[src/rtl/icache_ctrl.sv]
// Direct-mapped instruction cache controller: 8 lines x 16 bytes over a 1 KiB space.
// Define ICACHE_STATS_EN to add saturating HIT_COUNT / MISS_COUNT outputs.
module icache_ctrl (
  input  logic         CLK,
  input  logic         RESET,
  input  logic [31:0]  PC,
  output logic [31:0]  INSTRUCTION,
  output logic         BUSYWAIT,
  output logic         MEM_READ,
  output logic [5:0]   MEM_ADDRESS,
  input  logic [127:0] MEM_READDATA,
  input  logic         MEM_BUSYWAIT
`ifdef ICACHE_STATS_EN
  ,
  output logic [15:0]  HIT_COUNT,
  output logic [15:0]  MISS_COUNT
`endif
);

  localparam int unsigned LINES  = 8;
  localparam int unsigned TAG_W  = 3;
  localparam int unsigned IDX_W  = 3;
  localparam int unsigned LINE_W = 128;
  localparam int unsigned WORD_W = 32;
  localparam int unsigned BADR_W = TAG_W + IDX_W;

  typedef enum logic [1:0] {
    IDLE   = 2'd0,
    FETCH  = 2'd1,
    UPDATE = 2'd2
  } state_e;

  state_e              state_q;
  logic [LINES-1:0]    valid_q;
  logic [TAG_W-1:0]    tag_q  [LINES];
  logic [LINE_W-1:0]   data_q [LINES];
  logic                mem_read_q;
  logic [BADR_W-1:0]   mem_addr_q;

  logic [TAG_W-1:0]    pc_tag;
  logic [IDX_W-1:0]    pc_idx;
  logic [1:0]          pc_word;
  logic                hit;
  logic                fill_c;
  logic                unused_pc;

  assign pc_tag    = PC[9:7];
  assign pc_idx    = PC[6:4];
  assign pc_word   = PC[3:2];
  assign unused_pc = ^{PC[31:10], PC[1:0]};

  // Tag/data are unreset, so every lookup is qualified by the valid bit first.
  assign hit    = valid_q[pc_idx] && (tag_q[pc_idx] == pc_tag);
  assign fill_c = (state_q == FETCH) && !MEM_BUSYWAIT;

  assign BUSYWAIT    = (state_q != IDLE) || !hit;
  assign INSTRUCTION = BUSYWAIT ? '0 : data_q[pc_idx][{pc_word, 5'd0} +: WORD_W];
  assign MEM_READ    = mem_read_q;
  assign MEM_ADDRESS = mem_addr_q;

  // Controller FSM; the fill address is captured on the miss so PC may wander during FETCH.
  always_ff @(posedge CLK or posedge RESET) begin
    if (RESET) begin
      state_q    <= IDLE;
      valid_q    <= '0;
      mem_read_q <= 1'b0;
      mem_addr_q <= '0;
    end else begin
      case (state_q)
        IDLE: begin
          if (!hit) begin
            state_q    <= FETCH;
            mem_read_q <= 1'b1;
            mem_addr_q <= {pc_tag, pc_idx};
          end
        end
        FETCH: begin
          if (!MEM_BUSYWAIT) begin
            state_q                       <= UPDATE;
            mem_read_q                    <= 1'b0;
            valid_q[mem_addr_q[IDX_W-1:0]] <= 1'b1;
          end
        end
        UPDATE: state_q <= IDLE;
        default: begin
          state_q    <= IDLE;
          mem_read_q <= 1'b0;
        end
      endcase
    end
  end

  // Line payload; a reset mid-fill leaves the valid bit clear so this write is never observed.
  always_ff @(posedge CLK) begin
    if (fill_c) begin
      tag_q[mem_addr_q[IDX_W-1:0]]  <= mem_addr_q[BADR_W-1:IDX_W];
      data_q[mem_addr_q[IDX_W-1:0]] <= MEM_READDATA;
    end
  end

`ifdef ICACHE_STATS_EN
  logic [15:0] hit_cnt_q;
  logic [15:0] miss_cnt_q;

  always_ff @(posedge CLK or posedge RESET) begin
    if (RESET) begin
      hit_cnt_q  <= '0;
      miss_cnt_q <= '0;
    end else if (state_q == IDLE) begin
      if (hit && (hit_cnt_q != 16'hFFFF)) begin
        hit_cnt_q <= hit_cnt_q + 16'd1;
      end
      if (!hit && (miss_cnt_q != 16'hFFFF)) begin
        miss_cnt_q <= miss_cnt_q + 16'd1;
      end
    end
  end

  assign HIT_COUNT  = hit_cnt_q;
  assign MISS_COUNT = miss_cnt_q;
`endif

endmodule

[config.mk]
export PLATFORM = sky130hd
export DESIGN_NAME = icache_ctrl
export DESIGN_NICKNAME = d
export VERILOG_FILES = /design/src/rtl/icache_ctrl.sv
export SDC_FILE = /design/constraint.sdc
export NUM_CORES = 1
export LEC_CHECK = 0
export ABC_AREA = 1
export BUFFER_PORTS_ARGS = -buffer_cell sky130_fd_sc_hd__buf_2
export CORE_MARGIN = 3
export CORE_UTILIZATION = 34
export DETAILED_ROUTE_END_ITERATION = 10
export GPL_ROUTABILITY_DRIVEN = 0
export PLACE_DENSITY_LB_ADDON = 0.12
export SLEW_MARGIN = 30
export SYNTH_ARGS = -nofsm -noshare
export SYNTH_HDL_FRONTEND = slang
export SYNTH_SLANG_ARGS = --single-unit
[constraint.sdc]
create_clock -name CLK -period 8.6 [get_ports CLK]
set_clock_uncertainty 0.2 [all_clocks]
set_input_delay 1.72 -clock CLK [delete_from_list [all_inputs] [get_ports CLK]]
set_output_delay 1.72 -clock CLK [all_outputs]
set_load 0.01 [all_outputs]
==> run_results.csv, run 1 <==
group,metric,value,unit
layout,drive_gt1_share,12.07,%
route,drt-total-wl,127100,um
floorplan,initial_utilization,34.32,%
route,vias,26260,
route,drt_iter0_markers,2267,
worst_hold_path,hold_path_class,"flop to flop",
grt,grt_pass1_vias,24700,
placed_design,dpl.hpwl,66050,um
setup_path,critical_path.max_stage_delay,0.65,ns
logic_synthesis,synth_largest_area_cell,"edfxtp_1",
grt,grt_pass1_wl,182500,um
timing,layout_setup_ws,1.537,ns
setup_path,reg2reg_from,"state_q[1]",
setup_path,cp-end-kind,"primary output",
clocking,cts_tree,"done",
logic_synthesis,ys_types,28,
route,drt-pass1-iter-count,5,
route,vias_per_cell,5.117,
timing,finalSetupTns,0,ns
timing,rsz0062_at_grt,"false",
clocking,clk_pin_slew,0.05,ns
logic_synthesis,synthesis.area,0.04248,mm2
logic_synthesis,synth_seq_cells,1065,
clocking,htree_levels,3,
floorplan,coreArea,0.1238,mm2
logic_synthesis,synth_ff_type,"edfxtp_1",
timing,drv_slew,0,
timing,hold_viol_final,0,
logic_synthesis,syn_avg_cell_area,12.94,um2
clocking,postCtsSetupRepairBufs,0,
timing,relSlewSlack,29.12,%
clocking,clockRootBuffer,"clkbuf_16",
worst_hold_path,min_from,"valid_q[1]",
setup_path,arrival,5.14,ns
logic_synthesis,yosysMostFrequentCell,"edfxtp_1",
grt,grt_antenna_before_repair,42,
logic_synthesis,synthCells,3283,
layout,synthToLayoutAreaGrowth,13.94,%
route,drc,0,
clocking,cts_hold_buf,0,
placed_design,port_buffers,178,
floorplan,die_h,359.5,um
logic_synthesis,synth_common_cells,"edfxtp_1, nand2_1, nand3_1, a21oi_1, a22oi_1",
route,drtAntennaViolNets,0,
setup_path,slowest_stage,"a21oi_2",
timing,setup_viol,0,
placed_design,post-place-ws,1.512,ns
layout,nNetsFinal,3554,
setup_path,cp_num_cells,12,
clocking,cts-buffers-inserted,115,
pwr,max-vdd-ir-drop,0.1618,mV
grt,grt-ovfl-total,0,
logic_synthesis,synth_edf_count,1048,
timing,finalCritPeriodShare,82.12,%
grt,grt_max_degree,185,
setup_path,path_class,"input pin to primary output",
pwr,power.density,248.4,mW/mm2
setup_path,reg2regPathDepth,7,
logic_synthesis,synthArstFlopShare,1.596,%
logic_synthesis,ys_warn_count,0,
worst_hold_path,hold_depth,2,
clocking,cts_resized,0,
floorplan,io-pin-count,203,
setup_path,cp_common_cell,"nand2_1",
timing,max_freq,0.1416,GHz
setup_path,crit_required,6.68,ns
clocking,clk_path_buf_depth,3,
setup_path,worst_path_dominant_cell_family,"buffers and inverters",
pwr,power.total,12.03,mW
run_status,status,"completed",
grt,grt_use_total,19.21,%
clocking,clk_latency,0.69,ns
setup_path,cp_max_fo,184,
timing,tightest_slew,1.063,ns
floorplan,die_w,359.5,um
setup_path,startpoint_type,"input pin",
logic_synthesis,syn-num-nets,3446,
pwr,p_leak,16.68,nW
floorplan,rows,129,
run,max-cap-violations,0,
timing,fin_crit,7.063,ns
setup_path,cp_num_buf_inv,3,
setup_path,crit_path_cell_trace,"buf_8, clkinv_16, nand2_1, nand3_1, nand2_1, nand2_1, nand2_1, nand2_1, nor2_2, nand3_4, a21oi_2, buf_2",
floorplan,dieArea,0.1292,mm2
setup_path,crit_start,"PC[4]",
clocking,cts_sinks,1065,
logic_synthesis,synth_area_leaders,"edfxtp_1, nand2_1, nand3_1",
logic_synthesis,synth_top_area_share,74.07,%
logic_synthesis,ys_seq_area_share,75.08,%
route,wire_per_inst,24.77,um
[through the flow]
step	util, %	hold slack, ns	cell area, um2	cells
after floorplan	-	0.2274	42480	3283
after global placement	36.24	0.2401	44860	4909
after detailed placement	36.27	0.2493	44900	4910
after CTS	39.05	0.2635	48340	5115
after global routing	39.09	0.2861	48390	5123
final	39.10	0.2611	48410	5132
[sequential cells by signal, summed over array words and instances (netlist names)]
| register | count |
|---|---|
| data_q | 1024 |
| tag_q | 24 |
| valid_q | 8 |
| MEM_ADDRESS | 6 |
| state_q | 2 |
| MEM_READ | 1 |
[cell families (layout without fill, tap and decap cells)]
logic type	after synthesis	in the layout	share of synthesized area (%)
simple gates	1345	1345	13.26
compound gates	605	605	8.497
other cells	0	16	0
flops	1065	1065	75.08
buf+inv	268	464	3.163
[path summary, 6_finish.rpt]
kind | slack, ns | to
hold reg to reg | 0.26 | valid_q[1]
min in group asynchronous | 0.93 | MEM_ADDRESS[3]
setup / recovery | 1.54 | INSTRUCTION[28]
hold / removal | 0.26 | valid_q[1]
max in group asynchronous | 6.84 | MEM_ADDRESS[4]
setup reg to reg | 5.37 | data_q[7][103]
[cell type report]
class                           count  area [um2]
Fill cell                       11720       75390
Sequential cell                  1065       31900
Multi-Input combinational cell   1950        9305
Clock buffer                      153        3063
Tap cell                         1637        2048
Timing Repair Buffer              219        1484
Clock inverter                     52       382.9
Inverter                           40       190.2
Antenna cell                       16       40.04
[cells in the final DEF (no fill, tap or decap), types with 24 or more instances in the layout]
| cell | synthesis | final |
|---|---|---|
| a21oi_1 | 376 | 376 |
| a21oi_2 | 29 | 29 |
| a22oi_1 | 186 | 186 |
| buf_2 | 128 | 174 |
| clkbuf_1 | 46 | 36 |
| clkbuf_16 | 0 | 117 |
| clkinv_1 | 1 | 24 |
| edfxtp_1 | 1048 | 1048 |
| inv_1 | 36 | 36 |
| nand2_1 | 894 | 894 |
| nand3_1 | 424 | 424 |
[metal layers]
metal / part of all wire [%] / GRT usage (%) / vias up
li1: - / - / 12240
met1: 47 / 28.30 / 13200
met2: 44 / 28.51 / 631
met3: 6.3 / 4.317 / 170
met4: 2.0 / 5.290 / 22
met5: 0.11 / 0 / -
[worst reg2reg max path, stage by stage, from the launching register on]
cell and delay, ns:
dfrtp_1 0.38, inv_1 0.09, nand2_1 0.05, nor2_1 0.16, nand2_1 0.32, nor2_4 0.18
buf_6 0.58, buf_4 0.85
[power breakdown]
group	internal, mW	switching (mW)	leakage (nW)	total [mW]
clock	2.60	1.97	1.68	4.57
combinational	0.277	0.913	5.35	1.19
sequential	6.16	0.100	9.64	6.26
(Power assumes the default switching activity.)
==> run 2, diff against run 1 <==
==> constraint.sdc (replaced) <==
create_clock -name CLK -period 7.1 [get_ports CLK]
set_clock_uncertainty 0.2 [all_clocks]
set_input_delay 1.42 -clock CLK [delete_from_list [all_inputs] [get_ports CLK]]
set_output_delay 1.42 -clock CLK [all_outputs]
set_load 0.01 [all_outputs]
==> run_results.csv, run 2 (synthesis gave the netlist of run 1 again) <==
group,metric,value,unit
clocking,clockRootBuffer,"clkbuf_16",
route,vias_per_cell,5.134,
floorplan,rows,129,
placed_design,post-place-ws,1.242,ns
timing,relSlewSlack,41.51,%
clocking,cts_resized,0,
floorplan,initial_utilization,34.32,%
timing,tightest_slew,0.8773,ns
clocking,cts_hold_buf,0,
clocking,postCtsSetupRepairBufs,0,
route,drt-pass1-iter-count,6,
placed_design,port_buffers,178,
setup_path,cp-end-kind,"primary output",
setup_path,slowest_stage,"buf_12",
run_status,status,"completed",
timing,hold_viol_final,0,
layout,final_cell_mix,"edfxtp_1, nand2_1, nand3_1",
setup_path,startpoint_type,"input pin",
clocking,clk_pin_slew,0.06,ns
layout,drive_gt1_share,12.75,%
setup_path,cp_num_buf_inv,4,
route,wire_per_inst,24.61,um
clocking,cts_tree,"done",
setup_path,crit_path_cell_trace,"buf_8, clkinv_16, buf_12, nand2_1, a22oi_1, nand2_1, nand3_1, nand3_1, a21oi_2, buf_2",
setup_path,path_class,"input pin to primary output",
setup_path,r2r-end,"data_q[5][98]",
layout,final_common_cell,"edfxtp_1",
route,drc,0,
floorplan,die_w,359.5,um
timing,finalCritPeriodShare,83.28,%
grt,grt-ovfl-total,0,
clocking,cts-buffers-inserted,116,
placed_design,dpl.hpwl,67820,um
pwr,power.density,304.5,mW/mm2
grt,grt_use_total,19.25,%
floorplan,coreArea,0.1238,mm2
timing,fin_crit,5.913,ns
timing,rsz0062_at_grt,"false",
setup_path,reg2reg_from,"state_q[1]",
clocking,clk_latency,0.72,ns
layout,synthToLayoutAreaGrowth,14.85,%
worst_hold_path,hold_path_class,"flop to flop",
layout,multiInputGateArea,0.009305,mm2
pwr,p_leak,16.88,nW
timing,max_freq,0.1691,GHz
setup_path,crit_required,5.48,ns
floorplan,dieArea,0.1292,mm2
setup_path,crit_start,"PC[4]",
grt,grt_pass1_wl,183000,um
setup_path,worst_path_dominant_cell_family,"buffers and inverters",
layout,final_util,39.42,%
setup_path,cp_max_fo,143,
layout,nNetsFinal,3568,
route,vias,26450,
setup_path,cp_num_cells,10,
pwr,power.total,14.86,mW
layout,nFillCells,11750,
clocking,cts_sinks,1065,
route,drtAntennaViolNets,0,
placed_design,place_area,0.04503,mm2
timing,drv_slew,0,
grt,grt_pass1_vias,25170,
setup_path,reg2regPathDepth,7,
run,max-cap-violations,0,
grt,grt_max_degree,158,
grt,grt_antenna_before_repair,42,
route,drt-total-wl,126800,um
timing,layout_setup_ws,1.187,ns
route,drt_iter0_markers,2173,
pwr,max-vdd-ir-drop,0.1835,mV
timing,setup_viol,0,
floorplan,io-pin-count,203,
layout,design_area,0.04880,mm2
setup_path,critical_path.max_stage_delay,0.48,ns
layout,regArea,0.03190,mm2
floorplan,die_h,359.5,um
clocking,clk_path_buf_depth,3,
layout,largest_reg_flops,1024,
setup_path,arrival,4.29,ns
setup_path,critPathCapture,"INSTRUCTION[13]",
clocking,htree_levels,3,
setup_path,ff2ff_setup_slack,3.96,ns
## run 2: changes by cell type in the layout (fill, tap and decap cells not counted), sizes merged
cell / previous run / this run
bufinv: 4 / 7
buf: 219 / 232
diode: 16 / 9
clkinvlp: 0 / 2
inv: 38 / 43
clkinv: 50 / 58
clkbuf: 153 / 149
## run 2: layout make-up
type / count / area share [%]
inverter: 40 / 0.3872
timing repair buffer: 232 / 3.433
clock inverter: 70 / 1.080
clock buffer: 149 / 6.421
tap: 1637 / 4.198
multi-input combinational: 1950 / 19.07
antenna: 9 / 0.04616
sequential: 1065 / 65.37
## run 2: worst min-delay path by stage
stage	start	to	slack, ns	cells past startpoint
floorplan	valid_q[4]	valid_q[4]	0.23	2
CTS	valid_q[1]	valid_q[1]	0.26	2
finish	valid_q[6]	valid_q[6]	0.26	2
global placement	valid_q[1]	valid_q[1]	0.24	2
detailed placement	valid_q[1]	valid_q[1]	0.25	2
global route	valid_q[6]	valid_q[6]	0.29	2
## run 2: worst reg2reg max path, delay by kind of cell (launching register included)
family / cells / cell delay, ns
buffers and inverters: 3 / 0.90
DFF: 1 / 0.37
and+or+nand+nor: 4 / 1.13
## run 2: metrics by stage
stage          cells  hold WS (ns)  setup TNS [ns]
6_report        5152        0.2583               0
5_1_grt         5147        0.2860               0
4_1_cts         5140        0.2643               0
3_5_place_dp    4921        0.2494               0
3_3_place_gp    4919        0.2387               0
2_1_floorplan   3283        0.2274         -710.22
## run 2: power by group
part	internal (mW)	total (mW)	switching [mW]
logic	0.352	1.46	1.10
clock network	3.35	5.82	2.47
registers	7.46	7.58	0.121
total	11.2	14.9	3.69
## run 2: routing by layer
layer	wire length [um]	global-route usage, %	vias up
met5	128	0	-
met1	59810	28.36	13220
met4	3403	6.268	20
met2	55140	28.37	719
li1	-	-	12300
met3	8290	4.014	199
==> run 3, diff against run 2 <==
--- a/config.mk
+++ b/config.mk
@@ -5,7 +5,7 @@
 export SDC_FILE = /design/constraint.sdc
 export NUM_CORES = 1
 export LEC_CHECK = 0
-export ABC_AREA = 1
+export ABC_AREA = 0
 export BUFFER_PORTS_ARGS = -buffer_cell sky130_fd_sc_hd__buf_2
 export CORE_MARGIN = 3
 export CORE_UTILIZATION = 34
==> constraint.sdc (replaced) <==
create_clock -name CLK -period 4.77 [get_ports CLK]
set_clock_uncertainty 0.2 [all_clocks]
set_input_delay 0.954 -clock CLK [delete_from_list [all_inputs] [get_ports CLK]]
set_output_delay 0.954 -clock CLK [all_outputs]
set_load 0.01 [all_outputs]
==> run_results.csv, run 3 <==
group,metric,value,unit
clocking,cts_sinks,1065,
timing,rsz0062_at_grt,"false",
logic_synthesis,synth_top_area_share,77.00,%
logic_synthesis,synth_edf_count,1048,
timing,setup_viol,0,
logic_synthesis,synth_seq_cells,1065,
logic_synthesis,synth_xor_area_share,0.08266,%
pwr,swShare,22.99,%
timing,finalSetupTns,0,ns
logic_synthesis,synth_ff_type,"edfxtp_1",
pwr,p_comb_share,9.8,%
setup_path,crit_required,3.62,ns
layout,drive_gt1_share,35.35,%
pwr,switchingPower,4.947,mW
run_status,status,"completed",
layout,multiInputGateArea,0.008511,mm2
clocking,htree_levels,3,
layout,synthToLayoutAreaGrowth,17.04,%
grt,grt_pass1_vias,20290,
pwr,power.density,449.9,mW/mm2
layout,final_cell_mix,"edfxtp_1, mux4_2, buf_2",
setup_path,path_class,"input pin to primary output",
route,drtAntennaViolNets,0,
logic_synthesis,synth_largest_area_cell,"edfxtp_1",
run,max-cap-violations,0,
logic_synthesis,ys_seq_area_share,78.04,%
timing,layout_setup_ws,0.2173,ns
pwr,p_leak,15.20,nW
setup_path,cp-end-kind,"primary output",
logic_synthesis,synthesis.area,0.04087,mm2
layout,final-instance-count-excl-fill,3675,
route,wire_per_inst,26.61,um
timing,relSlewSlack,34.81,%
pwr,p_clk_share,37.6,%
worst_hold_path,hold_path_class,"input pin to async pin",
floorplan,die_h,352.7,um
logic_synthesis,synth_compound_area_share,1.981,%
layout,regArea,0.03190,mm2
route,drt_iter0_markers,1406,
layout,nFillCells,10420,
clocking,cts-buffers-inserted,110,
clocking,clk_path_buf_depth,3,
logic_synthesis,synthArstFlopShare,1.596,%
clocking,cts_resized,0,
placed_design,dp_cells,3461,
placed_design,dpl.hpwl,56560,um
logic_synthesis,synth_simple_gate_area_share,1.127,%
placed_design,place_area,0.04439,mm2
grt,grt_antenna_before_repair,42,
setup_path,arrival,3.40,ns
logic_synthesis,yosysMostFrequentCell,"edfxtp_1",
logic_synthesis,synthMuxAreaShare,17.42,%
timing,max_freq,0.2197,GHz
floorplan,coreArea,0.1187,mm2
floorplan,rows,126,
grt,grt_use_total,15.85,%
layout,largest_reg_flops,1024,
setup_path,reg2regPathDepth,5,
floorplan,initial_utilization,34.43,%
logic_synthesis,syn-num-nets,1868,
placed_design,port_buffers,178,
timing,fin_crit,4.553,ns
route,vias_per_cell,5.039,
pwr,p_seq_share,52.6,%
clocking,cts_tree,"done",
timing,finalCritPeriodShare,95.44,%
logic_synthesis,synth_top_family_by_area,"multiplexers",
route,vias,18520,
clocking,clockRootBuffer,"clkbuf_16",
clocking,cts_hold_buf,0,
route,drt-pass1-iter-count,6,
timing,hold_ws,0.1811,ns
logic_synthesis,synthCells,1705,
setup_path,cp_max_fo,24,
logic_synthesis,ys_types,26,
logic_synthesis,synth_common_cells,"edfxtp_1, mux4_2, a211oi_1, mux2i_1, clkbuf_1",
logic_synthesis,ys_warn_count,0,
clocking,postCtsSetupRepairBufs,0,
placed_design,post-place-ws,0.1798,ns
clocking,clk_pin_slew,0.06,ns
grt,grt-ovfl-total,0,
pwr,max-vdd-ir-drop,0.2777,mV
floorplan,io-pin-count,203,
layout,nNetsFinal,2137,
pwr,p_int,16.57,mW
route,drc,0,
route,drt-total-wl,97810,um
logic_synthesis,synthAdderAreaFrac,0,%
logic_synthesis,synth_area_leaders,"edfxtp_1, mux4_2, a211oi_1",
floorplan,die_w,352.7,um
grt,grt_pass1_wl,144300,um
clocking,clk_latency,0.67,ns
layout,final_common_cell,"edfxtp_1",
timing,tightest_slew,0.9778,ns
timing,hold_viol_final,0,
logic_synthesis,syn_avg_cell_area,23.97,um2
floorplan,dieArea,0.1244,mm2
timing,drv_slew,0,
grt,grt_max_degree,83,
setup_path,startpoint_type,"input pin",
layout,design_area,0.04783,mm2
[run 3: cell types whose count changed in the layout (fill, tap and decap cells not counted), moves of 64 or more]
cell / change
a21oi_1: -375
a22oi_1: -186
mux4_2: +293
nand3_1: -424
a211oi_1: +64
nand2_1: -860
[run 3: worst paths after layout]
path,startpoint,end,slack [ns]
setup / recovery,PC[4],INSTRUCTION[16],0.22
hold / removal,RESET,MEM_ADDRESS[3],0.18
setup reg to reg,state_q[0],data_q[3][96],2.17
hold reg to reg,valid_q[0],valid_q[0],0.26
max in group asynchronous,RESET,valid_q[6],3.76
min in group CLK,valid_q[0],valid_q[0],0.26
[run 3: worst max-delay path, cell delays in order]
cell,delay [ns]
buf_8,0.23
buf_12,0.25
buf_12,0.26
buf_4,0.22
mux4_2,0.23
mux2i_1,0.08
a211o_1,0.41
a211oi_1,0.47
buf_2,0.22
[run 3: per-layer routing]
layer  track usage, %  part of all wire [%]  vias to the layer above
met2            26.13                    49                      400
li1                 -                     -                     7911
met1            21.16                    43                    10020
met5                0                  0.18                        -
met4            4.136                   1.9                       28
met3            3.760                   5.9                      156
[run 3: cell type report]
class / instances / area share (%)
inverter: 3 / 0.02354
clock inverter: 58 / 0.9338
sequential: 1065 / 66.68
antenna: 13 / 0.06801
clock buffer: 142 / 6.139
tap: 1600 / 4.185
multi-input combinational: 538 / 17.79
timing repair buffer: 256 / 4.175
[run 3: cells by family after synthesis]
logic type,count (synthesis)
AO/OA/AOI/OAI,100
AND/OR/NAND/NOR,91
multiplexers,344
buffers and inverters,102
XOR/XNOR,3
flip-flops,1065
[run 3: metrics by stage]
| step | utilization, % | power (mW) |
|---|---|---|
| 3_3_place_gp | 37.38 | 13.64 |
| 5_1_grt | 40.27 | 22.42 |
| 3_5_place_dp | 37.39 | 13.71 |
| 2_1_floorplan | - | 12.73 |
| 6_report | 40.29 | 21.52 |
| 4_1_cts | 40.24 | 21.87 |
[run 3: power by group through the flow]
stage	clock network (mW)	registers (mW)	logic [mW]
after floorplan	0	11.5	1.19
after global placement	0	11.5	2.16
after detailed placement	0	11.5	2.18
after CTS	8.35	11.3	2.19
after global routing	8.75	11.4	2.29
final	8.08	11.3	2.11
